==> src/rtl/ysyx_25040111_sbd_pkg.sv <==
// Shared constants and types for the issue-stage register scoreboard.
//   SBD_NREG   : default number of tracked GPRs (RV32E)
//   SBD_CNT_W  : default per-register pending-write counter width
//   SBD_ADDR_W : register address width
// Optional feature macro used by the top level: YSYX_25040111_SBD_CSR_EN.
package ysyx_25040111_sbd_pkg;

    localparam int unsigned SBD_NREG   = 16;
    localparam int unsigned SBD_CNT_W  = 2;
    localparam int unsigned SBD_ADDR_W = 4;

    typedef logic [SBD_ADDR_W-1:0] reg_addr_t;

endpackage

==> src/rtl/ysyx_25040111_sbd_if.sv <==
// Issue/retire bundle between IDU, scoreboard, EXU and the write-back arbiter.
//   slave  : scoreboard view (decoded-instruction and retire inputs, handshake outputs)
//   master : environment view (IDU/EXU/arbiter side)
interface ysyx_25040111_sbd_if;
    import ysyx_25040111_sbd_pkg::*;

    logic      in_valid;
    logic      in_ready;
    reg_addr_t rs1_addr;
    reg_addr_t rs2_addr;
    logic      rs1_en;
    logic      rs2_en;
    reg_addr_t rd_addr;
    logic      rd_en;
    logic      csr_rd_en;
    logic      csr_wr_en;
    logic      out_valid;
    logic      out_ready;
    logic      wb_valid;
    reg_addr_t wb_addr;
    logic      csr_wb_valid;
    logic      busy;
    logic      err;

    modport slave (
        input  in_valid, rs1_addr, rs2_addr, rs1_en, rs2_en, rd_addr, rd_en,
               csr_rd_en, csr_wr_en, out_ready, wb_valid, wb_addr, csr_wb_valid,
        output in_ready, out_valid, busy, err
    );

    modport master (
        output in_valid, rs1_addr, rs2_addr, rs1_en, rs2_en, rd_addr, rd_en,
               csr_rd_en, csr_wr_en, out_ready, wb_valid, wb_addr, csr_wb_valid,
        input  in_ready, out_valid, busy, err
    );

endinterface

==> src/rtl/ysyx_25040111_sbd_cnt.sv <==
// Saturating pending-write counter for one register.
//   clock, reset : clock and synchronous active-high reset
//   inc          : a writer to this register issues
//   dec          : a write to this register commits
//   zero, full   : counter state flags
//   underflow    : a commit arrived with nothing pending (and no same-cycle issue)
module ysyx_25040111_sbd_cnt #(
    parameter int unsigned CNT_W = 2
) (
    input  logic clock,
    input  logic reset,
    input  logic inc,
    input  logic dec,
    output logic zero,
    output logic full,
    output logic underflow
);

    logic [CNT_W-1:0] cnt_q, cnt_d;

    assign zero      = (cnt_q == '0);
    assign full      = (cnt_q == '1);
    assign underflow = dec & ~inc & zero;

    always_comb begin
        cnt_d = cnt_q;
        // Simultaneous issue and commit cancel out.
        if (inc && !dec && !full) begin
            cnt_d = cnt_q + 1'b1;
        end else if (dec && !inc && !zero) begin
            cnt_d = cnt_q - 1'b1;
        end
    end

    always_ff @(posedge clock) begin
        if (reset) begin
            cnt_q <= '0;
        end else begin
            cnt_q <= cnt_d;
        end
    end

endmodule

==> src/rtl/ysyx_25040111_sbd.sv <==
// Issue-stage register scoreboard. Holds back the IDU->EXU handshake while a
// source operand (or, optionally, the CSR file) has an uncommitted writer.
//   clock, reset : clock and synchronous active-high reset
//   sbd          : issue/retire bundle (slave modport)
// Macro YSYX_25040111_SBD_CSR_EN adds the CSR-pending flag and its hazard and
// error checks; without it the CSR inputs are ignored.
module ysyx_25040111_sbd
    import ysyx_25040111_sbd_pkg::*;
#(
    parameter int unsigned NREG  = SBD_NREG,
    parameter int unsigned CNT_W = SBD_CNT_W
) (
    input logic                  clock,
    input logic                  reset,
    ysyx_25040111_sbd_if.slave   sbd
);

    localparam int unsigned NADDR = 2 ** SBD_ADDR_W;

    // Flags are sized to the full address space so any address indexes safely;
    // x0 and addresses beyond NREG read as idle and never saturate.
    logic [NADDR-1:0] cnt_zero;
    logic [NADDR-1:0] cnt_full;
    logic [NADDR-1:0] cnt_uflow;

    logic hazard;
    logic csr_hazard;
    logic csr_uflow;
    logic issue;
    logic err_q, err_d;

    assign issue = sbd.out_valid & sbd.out_ready;

    for (genvar r = 0; r < NADDR; r++) begin : g_reg
        if (r == 0 || r >= NREG) begin : g_untracked
            assign cnt_zero[r]  = 1'b1;
            assign cnt_full[r]  = 1'b0;
            assign cnt_uflow[r] = 1'b0;
        end else begin : g_tracked
            logic inc, dec;
            assign inc = issue & sbd.rd_en & (sbd.rd_addr == SBD_ADDR_W'(r));
            assign dec = sbd.wb_valid & (sbd.wb_addr == SBD_ADDR_W'(r));

            ysyx_25040111_sbd_cnt #(
                .CNT_W (CNT_W)
            ) u_cnt (
                .clock     (clock),
                .reset     (reset),
                .inc       (inc),
                .dec       (dec),
                .zero      (cnt_zero[r]),
                .full      (cnt_full[r]),
                .underflow (cnt_uflow[r])
            );
        end
    end

`ifdef YSYX_25040111_SBD_CSR_EN
    logic csr_pend_q, csr_pend_d;

    assign csr_hazard = csr_pend_q & (sbd.csr_rd_en | sbd.csr_wr_en);
    assign csr_uflow  = sbd.csr_wb_valid & ~csr_pend_q;

    always_comb begin
        csr_pend_d = csr_pend_q;
        // A new writer wins over a same-cycle commit of the previous one.
        if (issue && sbd.csr_wr_en) begin
            csr_pend_d = 1'b1;
        end else if (sbd.csr_wb_valid) begin
            csr_pend_d = 1'b0;
        end
    end

    always_ff @(posedge clock) begin
        if (reset) begin
            csr_pend_q <= 1'b0;
        end else begin
            csr_pend_q <= csr_pend_d;
        end
    end
`else
    logic unused_csr;
    assign unused_csr = ^{sbd.csr_rd_en, sbd.csr_wr_en, sbd.csr_wb_valid};
    assign csr_hazard = 1'b0;
    assign csr_uflow  = 1'b0;
`endif

    assign hazard = (sbd.rs1_en & ~cnt_zero[sbd.rs1_addr])
                  | (sbd.rs2_en & ~cnt_zero[sbd.rs2_addr])
                  | (sbd.rd_en  &  cnt_full[sbd.rd_addr])
                  | csr_hazard;

    assign sbd.out_valid = sbd.in_valid & ~hazard;
    assign sbd.in_ready  = sbd.out_ready & ~hazard;
    assign sbd.busy      = ~&cnt_zero;
    assign sbd.err       = err_q;

    assign err_d = err_q | (|cnt_uflow) | csr_uflow;

    always_ff @(posedge clock) begin
        if (reset) begin
            err_q <= 1'b0;
        end else begin
            err_q <= err_d;
        end
    end

endmodule

==> src/flat_wrapper.sv <==
// flat-port wrapper written by rule: the top's interface ports become plain ports
module ysyx_25040111_sbd_flat import ysyx_25040111_sbd_pkg::*;
#(
    parameter int unsigned NREG  = SBD_NREG,
    parameter int unsigned CNT_W = SBD_CNT_W
)
  (clock, reset, sbd_in_valid, sbd_rs1_addr, sbd_rs2_addr, sbd_rs1_en, sbd_rs2_en, sbd_rd_addr, sbd_rd_en, sbd_csr_rd_en, sbd_csr_wr_en, sbd_out_ready, sbd_wb_valid, sbd_wb_addr, sbd_csr_wb_valid, sbd_in_ready, sbd_out_valid, sbd_busy, sbd_err);
  ysyx_25040111_sbd_if sbd_i ();
  input logic clock;
  input logic reset;
  input wire logic [$bits(sbd_i.in_valid)-1:0] sbd_in_valid;
  input wire logic [$bits(sbd_i.rs1_addr)-1:0] sbd_rs1_addr;
  input wire logic [$bits(sbd_i.rs2_addr)-1:0] sbd_rs2_addr;
  input wire logic [$bits(sbd_i.rs1_en)-1:0] sbd_rs1_en;
  input wire logic [$bits(sbd_i.rs2_en)-1:0] sbd_rs2_en;
  input wire logic [$bits(sbd_i.rd_addr)-1:0] sbd_rd_addr;
  input wire logic [$bits(sbd_i.rd_en)-1:0] sbd_rd_en;
  input wire logic [$bits(sbd_i.csr_rd_en)-1:0] sbd_csr_rd_en;
  input wire logic [$bits(sbd_i.csr_wr_en)-1:0] sbd_csr_wr_en;
  input wire logic [$bits(sbd_i.out_ready)-1:0] sbd_out_ready;
  input wire logic [$bits(sbd_i.wb_valid)-1:0] sbd_wb_valid;
  input wire logic [$bits(sbd_i.wb_addr)-1:0] sbd_wb_addr;
  input wire logic [$bits(sbd_i.csr_wb_valid)-1:0] sbd_csr_wb_valid;
  output wire logic [$bits(sbd_i.in_ready)-1:0] sbd_in_ready;
  output wire logic [$bits(sbd_i.out_valid)-1:0] sbd_out_valid;
  output wire logic [$bits(sbd_i.busy)-1:0] sbd_busy;
  output wire logic [$bits(sbd_i.err)-1:0] sbd_err;
  assign sbd_i.in_valid = sbd_in_valid;
  assign sbd_i.rs1_addr = sbd_rs1_addr;
  assign sbd_i.rs2_addr = sbd_rs2_addr;
  assign sbd_i.rs1_en = sbd_rs1_en;
  assign sbd_i.rs2_en = sbd_rs2_en;
  assign sbd_i.rd_addr = sbd_rd_addr;
  assign sbd_i.rd_en = sbd_rd_en;
  assign sbd_i.csr_rd_en = sbd_csr_rd_en;
  assign sbd_i.csr_wr_en = sbd_csr_wr_en;
  assign sbd_i.out_ready = sbd_out_ready;
  assign sbd_i.wb_valid = sbd_wb_valid;
  assign sbd_i.wb_addr = sbd_wb_addr;
  assign sbd_i.csr_wb_valid = sbd_csr_wb_valid;
  assign sbd_in_ready = sbd_i.in_ready;
  assign sbd_out_valid = sbd_i.out_valid;
  assign sbd_busy = sbd_i.busy;
  assign sbd_err = sbd_i.err;
  ysyx_25040111_sbd #(.NREG(NREG), .CNT_W(CNT_W)) u_core (.clock(clock), .reset(reset), .sbd(sbd_i));
endmodule
==> config.mk <==
export PLATFORM = sky130hd
export DESIGN_NAME = ysyx_25040111_sbd_flat
export DESIGN_NICKNAME = d
export VERILOG_FILES = /design/src/rtl/ysyx_25040111_sbd_pkg.sv /design/src/rtl/ysyx_25040111_sbd_if.sv /design/src/rtl/ysyx_25040111_sbd_cnt.sv /design/src/rtl/ysyx_25040111_sbd.sv /design/src/flat_wrapper.sv
export SDC_FILE = /design/constraint.sdc
export NUM_CORES = 1
export LEC_CHECK = 0
export BUFFER_PORTS_ARGS = -buffer_cell sky130_fd_sc_hd__clkbuf_2
export CAP_MARGIN = 10
export CORE_ASPECT_RATIO = 0.8
export CORE_UTILIZATION = 40
export DETAILED_ROUTE_END_ITERATION = 6
export SLEW_MARGIN = 20
export SYNTH_ARGS = -nofsm -noshare
export SYNTH_HDL_FRONTEND = slang
export SYNTH_SLANG_ARGS = --single-unit
==> constraint.sdc <==
create_clock -name clock -period 5.5 [get_ports clock]
set_clock_uncertainty 0.2 [all_clocks]
set_input_delay 0.55 -clock clock [delete_from_list [all_inputs] [get_ports clock]]
set_output_delay 0.55 -clock clock [all_outputs]
set_load 0.005 [all_outputs]
==> impl.org <==
** Synth
- By area the synthesized netlist is led by sky130_fd_sc_hd__dfxtp_1, sky130_fd_sc_hd__a211oi_1, sky130_fd_sc_hd__o21ai_0.
- In this run, synthesis produced a sequential element count of 31.
- In this run, synthesis inferred 0 flip-flops with an integrated enable.
- In this run, distinct cell masters in the synthesized netlist total 60.
- The average instance in the mapped netlist occupies 7.51 um^2.
- Async SR Flop Fraction :: 0%
- Among all flip-flop cells after synthesis, the most frequent one is sky130_fd_sc_hd__dfxtp_1.
- Sequential fraction of the synthesis area :: 24.7%
- The biggest area contributor in the post-synthesis netlist is sky130_fd_sc_hd__dfxtp_1.
- In this run the biggest area consumer among cell types represents 24.7% of the synthesized area.
- Count of synthesis-stage warnings from yosys :: 0
- Instance count of the mapped netlist :: 335
- The number of nets in the synthesized netlist is 362.
- Summing every instance area after synthesis gives between 2000 and 3000 um^2.

** Final layout
- Diodes inserted :: 0
- Growth of design area from synthesis to finish :: 9.79%
- Nets@finish :: 384
- Proportion of layout cells with a drive suffix above 1 :: 16.0%

** Global route
- Total gr overflow :: 0
- Global routing met3 resource utilization :: 3.65%
- Global routing used 22.0% of the available tracks.
- GR Util met1 :: a little under a third
- After global routing, the most crowded layer is met2.
- The via count of the first global-routing pass is around 2,300.
- The initial antenna violation count came to 0.
- Maximum number of pins on one net before global-route repair :: 32
- The first global-routing pass estimated around 11,000 um of wire.
- Global routing used 33.4% of the available met2 tracks.

** Power
- Cell internal power was estimated by the tool at 0.000351 W.
- Sw frac :: 28.4%
- Of the total power, combinational logic draws 15.5%.
- Summed over all nets, the switching power comes to 0.000139 W.
- Total leakage power :: 0.944 nW
- The share of total power dissipated in sequential elements is 46.4%.
- Across the VDD grid, the largest voltage drop is 0.0000972 V.
- Dividing total power by cell area gives a power density of 177 nW/um^2.
- The share of total power dissipated in the clock network is 38.2%.

** Route
- Pre-Repair DR Iteration Count :: 5
- Routed wire length :: 7180 um
- Vias per std cell :: 6.17
- The final route contains 2,704 vias.
- Count of routing violations after the opening detailed-route iteration :: 252
- For this run, design rule violations remaining after detail routing come to 0.
- Antenna-violating nets left :: 0
- In the final routed layout, each cell accounts on average for 16.4 um.

** Run
- Number of maximum-capacitance violations :: 0

** Timing
- Based on the critical path, the design can be clocked at up to 0.273 GHz.
- Time the final worst path needs with I/O delays and setup :: 3.67 ns
- After layout, the worst setup slack is between 1.5 and 2 ns.
- Number of max-slew violations in the final report :: 0
- For the pin with the worst max-slew slack, the measured transition is 0.755 ns.
- Count of final hold-check violations :: 0
- In this run the tightest slew margin relative to its limit is just under 50%.
- Setup violations remaining at the end of the flow were counted as 0.
- Setup repair after global routing left no endpoint under its margin.
- Dividing the final minimum period by the clock period gives 66.7%.
- In the final timing run, aggregate negative setup slack is 0 ns.

** CTS
- After clock tree synthesis, the repair step resized 0 gates.
- Buffers inserted by post-CTS timing repair :: 0
- After clock tree synthesis, the clock-pin slew on the worst setup and hold paths is 0.06 ns.
- Clock buffers created by TritonCTS :: 5
- Number of hold buffers added after CTS :: 0
- Count of clock tree sinks :: 31
- Clock tree from TritonCTS :: yes
- In this run the deepest clock path goes through 2 buffers.
- Clock root buffer :: sky130_fd_sc_hd__clkbuf_8
- Number of levels the H-tree was split into :: 2
- At the later pin of the worst-skew pair, clock insertion delay measures 0.29 ns.

** Floorplan
- The die is 90.7 um wide.
- Overall die area :: 6620 um^2
- The floorplan has 25 rows.
- The floorplan step set the die height to 73.0 um.
- Once the floorplan was initialized, standard cells occupied 42.1% of the core.
- Area of the placeable core :: 5970 um^2
- Pin placement for this block handled 31 I/O pins.

** Worst setup path
- Sort of element at the end of the critical path :: register
- WP data arrival :: 3.60 ns
- Maximum fanout along the worst path :: 21
- Start-to-end type of the worst setup path :: register to register
- Startpoint type of the worst setup path :: register
- STA puts the critical path data required time at 5.43 ns.

** Place
- At the end of routability-driven placement, the weighted congestion stood at 0.873.
- Placed wire-length estimate :: 5510 um
- In this run the tool buffered the top-level ports with 27 buffer cells.
- Before CTS, the worst setup slack after placement is 1.60 ns.

** Worst hold path
- The min-delay analysis places its worst path in the category register to register.

** Outcome
- The flow ran to the end, and the final reports show no timing, DRC or antenna violations.
power groups by stage:
stage,combinational (W),clock [W],sequential (W)
floorplan,0.0000531,0,0.000232
global placement,0.0000739,0,0.000232
detailed placement,0.0000750,0,0.000232
CTS,0.0000756,0.000192,0.000227
global route,0.0000832,0.000200,0.000227
finish,0.0000757,0.000187,0.000227
registers in the layout, summed over array words and instances (netlist names):
name                            cells
u_core.g.g_tracked.u_cnt.cnt_q     30
u_core.sbd.err                      1
placed cells by master (no fill, tap or decap), types with 5 or more instances in the layout:
| cell | instances |
|---|---|
| sky130_fd_sc_hd__nand3_1 | 17 |
| sky130_fd_sc_hd__nor4_1 | 6 |
| sky130_fd_sc_hd__mux4_2 | 5 |
| sky130_fd_sc_hd__a211oi_1 | 17 |
| sky130_fd_sc_hd__nand2_1 | 25 |
| sky130_fd_sc_hd__or3_1 | 7 |
| sky130_fd_sc_hd__o21ai_1 | 5 |
| sky130_fd_sc_hd__or2_2 | 5 |
| sky130_fd_sc_hd__nand2b_1 | 12 |
| sky130_fd_sc_hd__clkbuf_2 | 27 |
| sky130_fd_sc_hd__clkbuf_8 | 6 |
| sky130_fd_sc_hd__nor3_1 | 21 |
| sky130_fd_sc_hd__nor2_1 | 33 |
| sky130_fd_sc_hd__nor2b_1 | 6 |
| sky130_fd_sc_hd__o21a_1 | 8 |
| sky130_fd_sc_hd__o21ai_0 | 25 |
| sky130_fd_sc_hd__a21oi_1 | 23 |
| sky130_fd_sc_hd__inv_1 | 16 |
| sky130_fd_sc_hd__dfxtp_1 | 31 |
worst paths after layout:
| check | slack (ns) | depth (start not counted) | from | endpoint |
|---|---|---|---|---|
| hold reg to reg | 0.30 | 2 | u_core.g_reg[3].g_tracked.u_cnt.cnt_q[1] | u_core.g_reg[3].g_tracked.u_cnt.cnt_q[1] |
| hold / removal | 0.30 | 2 | u_core.g_reg[3].g_tracked.u_cnt.cnt_q[1] | u_core.g_reg[3].g_tracked.u_cnt.cnt_q[1] |
| setup / recovery | 1.83 | 9 | u_core.g_reg[15].g_tracked.u_cnt.cnt_q[0] | u_core.sbd.err |
| setup reg to reg | 1.83 | 9 | u_core.g_reg[15].g_tracked.u_cnt.cnt_q[0] | u_core.sbd.err |
worst max-delay path, cell delays in order (launching register included):
cell and delay [ns]:
sky130_fd_sc_hd__dfxtp_1 0.34, sky130_fd_sc_hd__nor2_1 0.36, sky130_fd_sc_hd__a21oi_1 0.14, sky130_fd_sc_hd__mux4_2 0.50, sky130_fd_sc_hd__a32oi_2 0.23, sky130_fd_sc_hd__nand3_2 0.43
sky130_fd_sc_hd__o21ai_1 0.54, sky130_fd_sc_hd__o22ai_1 0.20, sky130_fd_sc_hd__nor4_1 0.41, sky130_fd_sc_hd__a41oi_1 0.15
kinds of logic (layout without fill, tap and decap cells):
group,count (synthesis),in the layout,synth area share [%]
compound gates,109,109,29.0
xor+xnor,1,1,0.348
mux,6,6,5.52
simple gates,160,160,35.0
buf+inv,28,50,5.47
flops,31,31,24.7
cell type report:
type | count | area, um^2
Clock buffer | 6 | 82.6
Clock inverter | 1 | 5.00
Fill cell | 625 | 3210
Inverter | 16 | 60.1
Multi-Input combinational cell | 276 | 1760
Sequential cell | 31 | 621
Tap cell | 81 | 101
Timing Repair Buffer | 27 | 135
stage by stage:
stage	std cells	util [%]	power (W)	area, um^2	hold slack [ns]
finish	438	46.3	0.000490	2760	0.303
global route	438	46.3	0.000511	2760	0.331
CTS	438	46.3	0.000495	2760	0.310
detailed placement	431	44.8	0.000307	2680	0.300
global placement	431	44.8	0.000306	2680	0.295
floorplan	335	-	0.000285	2520	0.266
Yosys cell counts, drive strengths merged, types with 3 or more instances:
cell type and n:
nor4 11, dfxtp 31, or2 7, and3 3, clkbuf 6, nand3 18
a31oi 4, a211oi 17, nor3 22, o21a 8, o21ai 30, o32ai 3
mux4 6, nand4 4, or3 7, a21oi 23, nand3b 4, buf 6
nand2 25, nand2b 13, inv 16, o21bai 4, nor2 33, nor2b 6
metal layers:
layer / share of wire, % / routed length [um]
met2: 43 / 3050
met3: 6.9 / 496
met4: 1.8 / 128
met5: 0 / 0
met1: 49 / 3500
(Power assumes the default switching activity.)
